===== config.mk =====
export PLATFORM = sky130hd
export DESIGN_NAME = vadd_minmax_stream
export DESIGN_NICKNAME = d
export VERILOG_FILES = /design/src/rtl/vadd_minmax_stream.sv
export SDC_FILE = /design/constraint.sdc
export NUM_CORES = 2
export LEC_CHECK = 0
export CAP_MARGIN = 10
export CELL_PAD_IN_SITES_DETAIL_PLACEMENT = 1
export CELL_PAD_IN_SITES_GLOBAL_PLACEMENT = 1
export CORE_UTILIZATION = 51
export CTS_CLUSTER_SIZE = 16
export DETAILED_ROUTE_END_ITERATION = 10
export DONT_BUFFER_PORTS = 1
export PLACE_DENSITY_LB_ADDON = 0.1
export SYNTH_ARGS = -nofsm -noshare
export SYNTH_HDL_FRONTEND = slang
export SYNTH_SLANG_ARGS = --single-unit

===== constraint.sdc =====
create_clock -name clk -period 5.4 [get_ports clk]
set_input_delay 1.08 -clock clk [delete_from_list [all_inputs] [get_ports clk]]
set_output_delay 1.08 -clock clk [all_outputs]
set_load 0.05 [all_outputs]

===== src/rtl/vadd_minmax_stream.sv =====
`timescale 1ns / 1ps
`default_nettype none
// ============================================================================
// Module : vadd_minmax_stream
// Brief  : SIMD add/sub/min/max/compare lane behind a ready/valid pipeline.
//          Optional saturating ops are built when VADD_SAT_EN is defined.
// Rev    : 1.0
// ============================================================================
module vadd_minmax_stream #(
  parameter int DATA_WIDTH    = 64,
  parameter int ADDR_WIDTH    = 32,
  parameter int BE_WIDTH      = DATA_WIDTH / 8,
  parameter int PIPE_STAGES   = 3,
  parameter bit ENABLE_64_BIT = 1'b0
) (
  input  logic                  clk,
  input  logic                  rst,
  input  logic                  in_valid,
  output logic                  in_ready,
  input  logic [DATA_WIDTH-1:0] in_vec0,
  input  logic [DATA_WIDTH-1:0] in_vec1,
  input  logic [1:0]            in_sew,
  input  logic [3:0]            in_op,
  input  logic [ADDR_WIDTH-1:0] in_addr,
  input  logic [BE_WIDTH-1:0]   in_be,
  output logic                  out_valid,
  input  logic                  out_ready,
  output logic [DATA_WIDTH-1:0] out_vec,
  output logic [BE_WIDTH-1:0]   out_mask,
  output logic [ADDR_WIDTH-1:0] out_addr,
  output logic [BE_WIDTH-1:0]   out_be,
  output logic                  out_sat
);

  localparam int         LAST        = PIPE_STAGES - 1;
  localparam logic [3:0] C_OP_ADD    = 4'd0;
  localparam logic [3:0] C_OP_SUB    = 4'd1;
  localparam logic [3:0] C_OP_MINU   = 4'd2;
  localparam logic [3:0] C_OP_MIN    = 4'd3;
  localparam logic [3:0] C_OP_MAXU   = 4'd4;
  localparam logic [3:0] C_OP_MAX    = 4'd5;
  localparam logic [3:0] C_OP_MSEQ   = 4'd6;
  localparam logic [3:0] C_OP_MSNE   = 4'd7;
  localparam logic [3:0] C_OP_MSLTU  = 4'd8;
  localparam logic [3:0] C_OP_MSLT   = 4'd9;
  localparam logic [3:0] C_OP_SADDU  = 4'd10;
  localparam logic [3:0] C_OP_SADD   = 4'd11;
  localparam logic [3:0] C_OP_SSUBU  = 4'd12;
  localparam logic [3:0] C_OP_SSUB   = 4'd13;

  typedef struct packed {
    logic [DATA_WIDTH-1:0] vec;
    logic [BE_WIDTH-1:0]   mask;
    logic [ADDR_WIDTH-1:0] addr;
    logic [BE_WIDTH-1:0]   be;
`ifdef VADD_SAT_EN
    logic                  sat;
`endif
  } pay_t;

  logic [DATA_WIDTH-1:0] w_res_s  [4];
  logic [BE_WIDTH-1:0]   w_mask_s [4];
`ifdef VADD_SAT_EN
  logic [3:0]            w_sat_s;
`endif

  // One full-width datapath per element size; in_sew picks the result below.
  for (genvar s = 0; s < 4; s++) begin : g_sew
    localparam int W = 8 << s;
    localparam int N = DATA_WIDTH / W;
    logic [DATA_WIDTH-1:0] res;
    logic [BE_WIDTH-1:0]   mask;
`ifdef VADD_SAT_EN
    logic [BE_WIDTH-1:0]   satv;
`endif

    if ((W <= DATA_WIDTH) && ((s < 3) || ENABLE_64_BIT)) begin : g_lanes
      for (genvar e = 0; e < N; e++) begin : g_elem
        localparam logic [W-1:0] SMIN = {1'b1, {(W-1){1'b0}}};
        localparam logic [W-1:0] SMAX = {1'b0, {(W-1){1'b1}}};
        logic [W-1:0] a, b, r;
        logic         m, ltu, lts;
`ifdef VADD_SAT_EN
        logic         sat, c;
`endif
        assign a   = in_vec0[e*W +: W];
        assign b   = in_vec1[e*W +: W];
        assign ltu = (a < b);
        assign lts = ($signed(a) < $signed(b));

        always_comb begin
          r = '0;
          m = 1'b0;
`ifdef VADD_SAT_EN
          sat = 1'b0;
          c   = 1'b0;
`endif
          case (in_op)
            C_OP_ADD:   r = a + b;
            C_OP_SUB:   r = a - b;
            C_OP_MINU:  r = ltu ? a : b;
            C_OP_MIN:   r = lts ? a : b;
            C_OP_MAXU:  r = ltu ? b : a;
            C_OP_MAX:   r = lts ? b : a;
            C_OP_MSEQ:  m = (a == b);
            C_OP_MSNE:  m = (a != b);
            C_OP_MSLTU: m = ltu;
            C_OP_MSLT:  m = lts;
`ifdef VADD_SAT_EN
            C_OP_SADDU: begin
              {c, r} = {1'b0, a} + {1'b0, b};
              if (c) begin r = '1; sat = 1'b1; end
            end
            C_OP_SADD: begin
              r = a + b;
              if ((a[W-1] == b[W-1]) && (r[W-1] != a[W-1])) begin
                r   = a[W-1] ? SMIN : SMAX;
                sat = 1'b1;
              end
            end
            C_OP_SSUBU: begin
              r = a - b;
              if (ltu) begin r = '0; sat = 1'b1; end
            end
            C_OP_SSUB: begin
              r = a - b;
              if ((a[W-1] != b[W-1]) && (r[W-1] != a[W-1])) begin
                r   = a[W-1] ? SMIN : SMAX;
                sat = 1'b1;
              end
            end
`else
            C_OP_SADDU, C_OP_SADD: r = a + b;
            C_OP_SSUBU, C_OP_SSUB: r = a - b;
`endif
            default: ;
          endcase
        end

        assign res[e*W +: W] = r;
        assign mask[e]       = m;
`ifdef VADD_SAT_EN
        assign satv[e]       = sat;
`endif
      end

      if (N < BE_WIDTH) begin : g_pad
        assign mask[BE_WIDTH-1:N] = '0;
`ifdef VADD_SAT_EN
        assign satv[BE_WIDTH-1:N] = '0;
`endif
      end
    end else begin : g_off
      assign res  = '0;
      assign mask = '0;
`ifdef VADD_SAT_EN
      assign satv = '0;
`endif
    end

    assign w_res_s[s]  = res;
    assign w_mask_s[s] = mask;
`ifdef VADD_SAT_EN
    assign w_sat_s[s]  = |satv;
`endif
  end

  pay_t w_pay;
  assign w_pay.vec  = w_res_s[in_sew];
  assign w_pay.mask = w_mask_s[in_sew];
  assign w_pay.addr = in_addr;
  assign w_pay.be   = in_be;
`ifdef VADD_SAT_EN
  assign w_pay.sat  = w_sat_s[in_sew];
`endif

  logic [PIPE_STAGES-1:0] vld_q, vld_d, w_ld;
  pay_t                   pay_q [PIPE_STAGES];
  pay_t                   pay_d [PIPE_STAGES];

  // A stage can load when any stage from it to the output has a hole, or the output drains.
  always_comb begin
    for (int i = 0; i < PIPE_STAGES; i++) begin
      w_ld[i] = out_ready;
      for (int j = i; j < PIPE_STAGES; j++) begin
        if (!vld_q[j]) w_ld[i] = 1'b1;
      end
    end
    vld_d = vld_q;
    pay_d = pay_q;
    if (w_ld[0]) begin
      vld_d[0] = in_valid;
      if (in_valid) pay_d[0] = w_pay;
    end
    for (int i = 1; i < PIPE_STAGES; i++) begin
      if (w_ld[i]) begin
        vld_d[i] = vld_q[i-1];
        if (vld_q[i-1]) pay_d[i] = pay_q[i-1];
      end
    end
  end

  always_ff @(posedge clk) begin
    if (rst) begin
      vld_q <= '0;
      for (int i = 0; i < PIPE_STAGES; i++) pay_q[i] <= '0;
    end else begin
      vld_q <= vld_d;
      pay_q <= pay_d;
    end
  end

  assign in_ready  = w_ld[0];
  assign out_valid = vld_q[LAST];
  assign out_vec   = pay_q[LAST].vec;
  assign out_mask  = pay_q[LAST].mask;
  assign out_addr  = pay_q[LAST].addr;
  assign out_be    = pay_q[LAST].be;
`ifdef VADD_SAT_EN
  assign out_sat   = pay_q[LAST].sat;
`else
  assign out_sat   = 1'b0;
`endif

endmodule
`default_nettype wire


# Yosys cells after proc, flatten, opt, wreduce, memory -nomap -nowiden

Cells that the tools add are included.

Reduce and logical (&&, ||, !) cells: 6
Add/subtract/negate cells: 28
Multiplexer cells: 96
Equality and inequality tests: 41
Order comparisons: 29
Bitwise logic cells: 1

Operators by type and width:

| cell             | count |
|---|---|
| $pmux 16 s6      | 4 |
| $pmux 32 s6      | 2 |
| $pmux 8 s6       | 8 |
| $mux 8           | 34 |
| $mux 16          | 16 |
| $mux 32          | 8 |
| $bmux 64 s2      | 1 |
| $lt 16x16->1     | 8 |
| $lt 32x32->1     | 4 |
| $lt 8x8->1       | 16 |
| $mux 64          | 2 |
| $add 16x16->16   | 4 |
| $add 32x32->32   | 2 |
| $add 8x8->8      | 8 |
| $eq 16x16->1     | 4 |
| $eq 32x32->1     | 2 |
| $eq 8x8->1       | 8 |
| $ne 16x16->1     | 4 |
| $ne 32x32->1     | 2 |
| $ne 8x8->1       | 8 |
| $sub 16x16->16   | 4 |
| $sub 32x32->32   | 2 |
| $sub 8x8->8      | 8 |
| $pmux 1 s4       | 14 |
| 11 further kinds | 28 |

Input bits: 178
Register bits after elaboration: 339
Output and inout port bits: 115

# Logic depth before layout (Yosys ltp)

Word-level depth: 6
Gate-level depth with buffers: 16
Depth with buffers taken out: 14

# Worst setup path before layout

No wires, ideal clock.

Path type: in2reg
Start: in in_vec0[48]
End: reg pay_q[323] (netlist bit)
Setup slack: 1.441 ns
Data required time: 5.326 ns
Cell stages on the path: 15
Arrival time: 3.885 ns
Setup time: 0.074 ns
Cells stage by stage: inv_1 -> ha_1 -> inv_1 -> fa_1 -> a21o_1 -> a21oi_1 -> o21ba_2 -> buf_2 -> o21ai_2 -> o21ai_2 -> mux2i_1 -> buf_2 -> a221oi_1 -> o31a_1 -> a31oi_1

Word-level cells in the longest chain between the ends: 6
Elaborated cells on any way between the ends: 30

RTL lines:

| item                                         | line | RTL |
|---|---|---|
| from (decl)                                  | 20   | `input logic [DATA_WIDTH-1:0] in_vec0,` |
| $lt 32x32->1 (tied with other cells)         | 89   | `assign lts = ($signed(a) < $signed(b));` |
| $mux 32 (tied with other cells)              | 104  | `C_OP_MAX: r = lts ? b : a;` |
| $pmux 32 s6 (tied with other cells)          | 98   | `case (in_op)` |
| $bmux 64 s2 *                                | 169  | `assign w_pay.vec = w_res_s[in_sew];` |
| $mux 64 (not written as such) * (2 in a row) | 169  |  |
| to (signal assigned)                         | 209  | `pay_q <= pay_d;` |
| to (decl)                                    | 178  | `pay_t pay_q [PIPE_STAGES];` |

Every way passes the cells marked *; elsewhere a longest branch is shown, timed or not. The select of a mux whose other input is x is not followed.
A chain may end at the register's enable or synchronous reset.

# Worst setup path in the final report

Start: in in_vec1[26]
End: reg pay_q[300] (netlist bit)

Word-level cells in the longest chain between the ends: 6
Elaborated cells on any way between the ends: 30

RTL lines:

| item                                         | line | RTL |
|---|---|---|
| from (decl)                                  | 21   | `input logic [DATA_WIDTH-1:0] in_vec1,` |
| $lt 32x32->1 (tied with other cells)         | 89   |  |
| $mux 32 (tied with other cells)              | 104  |  |
| $pmux 32 s6 (tied with other cells)          | 98   |  |
| $bmux 64 s2 *                                | 169  |  |
| $mux 64 (not written as such) * (2 in a row) | 169  |  |

Marked as above.

==> results list <==
* Worst-Skew Late Latency: 0.61 ns
* Final Cell Area: 29160 um2
- On the final layout, the worst hold slack is 0.4470 ns.
- Smallest setup slack after layout: 0.9243 ns
- Non-filler cells in the finished layout: 4419
- Cell area after placement: 27770 um2
* Rel. slew slack: 5.976%
- CTS tree: done
- Data arrival time of the worst path: 4.97 ns
* Largest net degree at the start of global routing: 302
* Total clock sinks: 339
* Number of hold-slack violations in the final timing report: 0
* Netlist area before placement: 28100 um2
- Top area cells in the synthesized netlist: dfxtp_1 (24%), nand2_1 (10%), a21oi_1 (10%), ha_1 (5.9%), a221oi_1 (4.7%)
- Min Clock Period, post-route: 4.476 ns
* Global-route wire length before repair: 196.0 mm
* FF-to-FF End: pay_q[294]
- For this configuration, the core starts out at a cell density of 51.91%.
- Number of distinct standard cells referenced by the synthesized netlist: 98
- Detail-routed net length per standard cell: 29.52 um
- Max-cap violations in this run came to 0.
- In this run the post-CTS setup repair buffer count came out at 0.
* Sequential-to-total area share from yosys stat: 24.15%
- Of all nets on the critical path, the largest fanout is 17.
- Cell occurring most often along the worst timing path: inv_1
- When the netlist entered floorplanning its net count stood at 4290.
- Port buffer count: 0
- Clock slew seen by the registers of the worst setup and hold paths: 0.07 ns
- For this run, the slowest stage of the critical path takes 0.70 ns.
- Setup slack on the worst reg-to-reg path comes out at 1.52 ns.
- Slew at the pin with the worst max-slew slack: 1.410 ns
- The design draws 7.904 mW.
* Capture endpoint of the worst hold path: out_vec[58]
* Setup TNS: 0 ns
- The worst setup path is launched from an input pin.
- Between clock sinks in the finished design, the worst skew comes to 0.03901 ns.
- The worst hold path begins at pay_q[218].
- Total of warnings raised by yosys: 0
* Htree depth: 2
* Clock Path Buffers: 3
- Number of max-slew violations in the final report: 0
- Buffers inserted to repair hold after CTS numbered 0.
- At the end of routability-driven placement, the weighted congestion stood at 1.012.
* Core Area: 54130 um2
* Antenna violations before repair: 4
- Before CTS, the worst setup slack after placement is 0.5872 ns.
- Via count of the first global-routing pass: 32.01k
- Count of fill cells added during filler insertion: 6914
- The die covers 56040 um2.
- # setup viols final: 0
* VDD IR max: 0.2049 mV
- Critical path cell sequence: inv_1 -> ha_1 -> inv_1 -> o31ai_1 -> a21oi_1 -> and4_1 -> nor3_2 -> mux2i_1 -> nand2_1 -> o2111ai_1 -> a221oi_1 -> o41ai_1
- The first detailed-routing pass ran for 5 iterations.
* Post-DP HPWL: 91.43 mm
* Most frequent cell after synthesis: nand2_1
- Number of instances in the synthesized netlist: 3964
- Total DRC errors in the routed layout: 0
* Overall global routing resource usage: 44.93%
* CP bufs+invs: 2
* Fraction of synthesis flops using an asynchronous set or reset pin: 0%
- NumNets Final: 4014
* Total global routing overflow: 0
- Worst hold path stage count: 2
* Kind of critical path: input pin to flop
- Cell types with the highest counts after synthesis: nand2_1 (769), a21oi_1 (570), dfxtp_1 (339), clkbuf_1 (232), o21ai_0 (206)
- Number of ports placed on the die boundary: 293
- The analysis attributes to cell leakage a power of 10.68 nW.
* Clock buffer count from CTS: 40
* Routed vias/inst: 7.211
- Initial DRC count: 3440
- Outcome: complete, no violations
- Post-cts resize count: 0
* Library cell occupying the most area in the post-synthesis netlist: dfxtp_1
* Largest delay share family, worst path: compound AO/OA/AOI/OAI gates
* Setup repair after global routing missed its margin: false
* R2R depth: 8
- A synthesized cell averages 7.089 um2.
- The floorplan has 85 rows.
- The count of nets left with antenna violations once routing finished came out at 0.
* Cell at the root of the clock tree: clkbuf_16
- In the finished design, the share of the clock period the worst path needs comes to 82.88%.
- Summed over its instances, the top area cell type makes up 24.15% of the synthesized netlist area.
- Core occupancy in the finished layout: 53.86%
- Endpoint class of the critical path: flop
- Worst flop-to-flop path startpoint: vld_q[2]
* Number of register bits inferred by synthesis: 339
- Wire length reported by the detailed router: 130.4 mm
- Relative to the synthesized area, the layout overhead comes to 3.763%.
* Total number of vias: 31.87k
- Fraction of layout instances using a drive strength above 1: 6.964%
- The most used flip-flop cell after synthesis is dfxtp_1.
- From left edge to right edge, the die measures 236.7 um.
- The die is 236.7 um tall.
- Slowest cell on the critical path: mux2i_1
- Placed Instances: 4342
- In this run the worst hold path is classified as flop to flop.
- EDFF count, synth: 0
- Required time at the endpoint of the critical path: 5.90 ns
- Power density cells: 271.1 nW/um2
* Max Fclk: 223.4 MHz
[routing by layer]
metal  track usage, %  wire [um]  vias to the layer above  share of wire, %
met4            24.79       7755                        4               5.9
met1            56.06      50450                    15518                39
met2            68.45      56150                     2049                43
li1                 -          -                    13768                 -
met5                0         25                        -             0.019
met3            14.25      16070                      526                12
[kinds of logic (layout without fill, tap and decap cells)]
| group | after synthesis | in the layout | synth area share, % |
|---|---|---|---|
| AO/OA/AOI/OAI | 1543 | 1543 | 36.60 |
| AND/OR/NAND/NOR | 1256 | 1256 | 19.17 |
| buffers and inverters | 572 | 327 | 9.462 |
| flip-flops | 339 | 339 | 24.15 |
| adder cells (fa/ha/maj) | 148 | 148 | 7.018 |
| XOR/XNOR | 54 | 54 | 1.710 |
| multiplexers | 51 | 51 | 1.870 |
| other | 1 | 5 | 0.01335 |
[worst max path at each step]
| stage | cells past startpoint | from | to | slack [ns] |
|---|---|---|---|---|
| 2_1_floorplan | 15 | in_vec0[48] | pay_q[323] | 1.44 |
| 3_3_place_gp | 13 | in_vec1[43] | pay_q[333] | 0.59 |
| 3_5_place_dp | 14 | in_vec0[32] | pay_q[304] | 0.59 |
| 4_1_cts | 14 | in_vec0[32] | pay_q[304] | 1.16 |
| 5_1_grt | 13 | in_vec0[56] | pay_q[304] | 0.78 |
| 6_report | 12 | in_vec1[26] | pay_q[300] | 0.92 |
[where the power goes]
group	switching, mW	leakage [nW]	internal [mW]
clock network	1.25	0.682	1.69
logic	1.55	7.25	0.774
registers	0.0712	2.75	2.57
[worst min-delay path: cells and delay by family (launching register included)]
kind / cells / cell delay (ns)
and+or+nand+nor: 1 / 0.05
AOI/OAI and AO/OA: 1 / 0.05
DFF: 1 / 0.31
[cells in the final DEF (no fill, tap or decap), drive strengths merged, types with 10 or more instances in the layout]
cell type  synthesis  final
or3               16     16
o221ai            41     41
nand2            771    771
mux2i             48     48
nor4              21     21
and2              13     13
fa                16     16
nand2b            35     35
a221oi           152    152
ha               132    132
a31o              11     11
dfxtp            339    339
a32oi             11     11
or2               19     19
o211ai            37     37
clkinv             6     15
o21bai            45     45
nor2             196    196
a21oi            570    570
a21boi            12     12
o21a              16     16
o2111ai           10     10
clkbuf           232     54
buf              181     95
a221o             47     47
nand3             48     48
o31ai             29     29
o21ai            219    219
nand4             18     18
a31oi             34     34
inv              153    158
xnor2             50     50
a211oi            38     38
nor3              55     55
a22oi             64     64
o22ai             25     25
and3              12     12
nor2b             29     29
o221a             12     12
a21o              62     62
[state kept, by name, summed over array words and instances (netlist names)]
| register | flops |
|---|---|
| out_addr | 32 |
| out_mask | 8 |
| out_vec | 64 |
| pay_q | 224 |
| vld_q | 3 |
| out_be | 8 |
[final cells by class]
class	instances	area [um2]	area share, %
antenna	4	10.01	0.03433
clock buffer	54	1134	3.888
clock inverter	19	245.2	0.8411
inverter	159	596.8	2.047
multi-input combinational	3053	18760	64.35
sequential	339	6787	23.28
tap	696	870.8	2.987
timing repair buffer	95	750.7	2.575
Note: power is estimated with default switching activity, not from simulation.
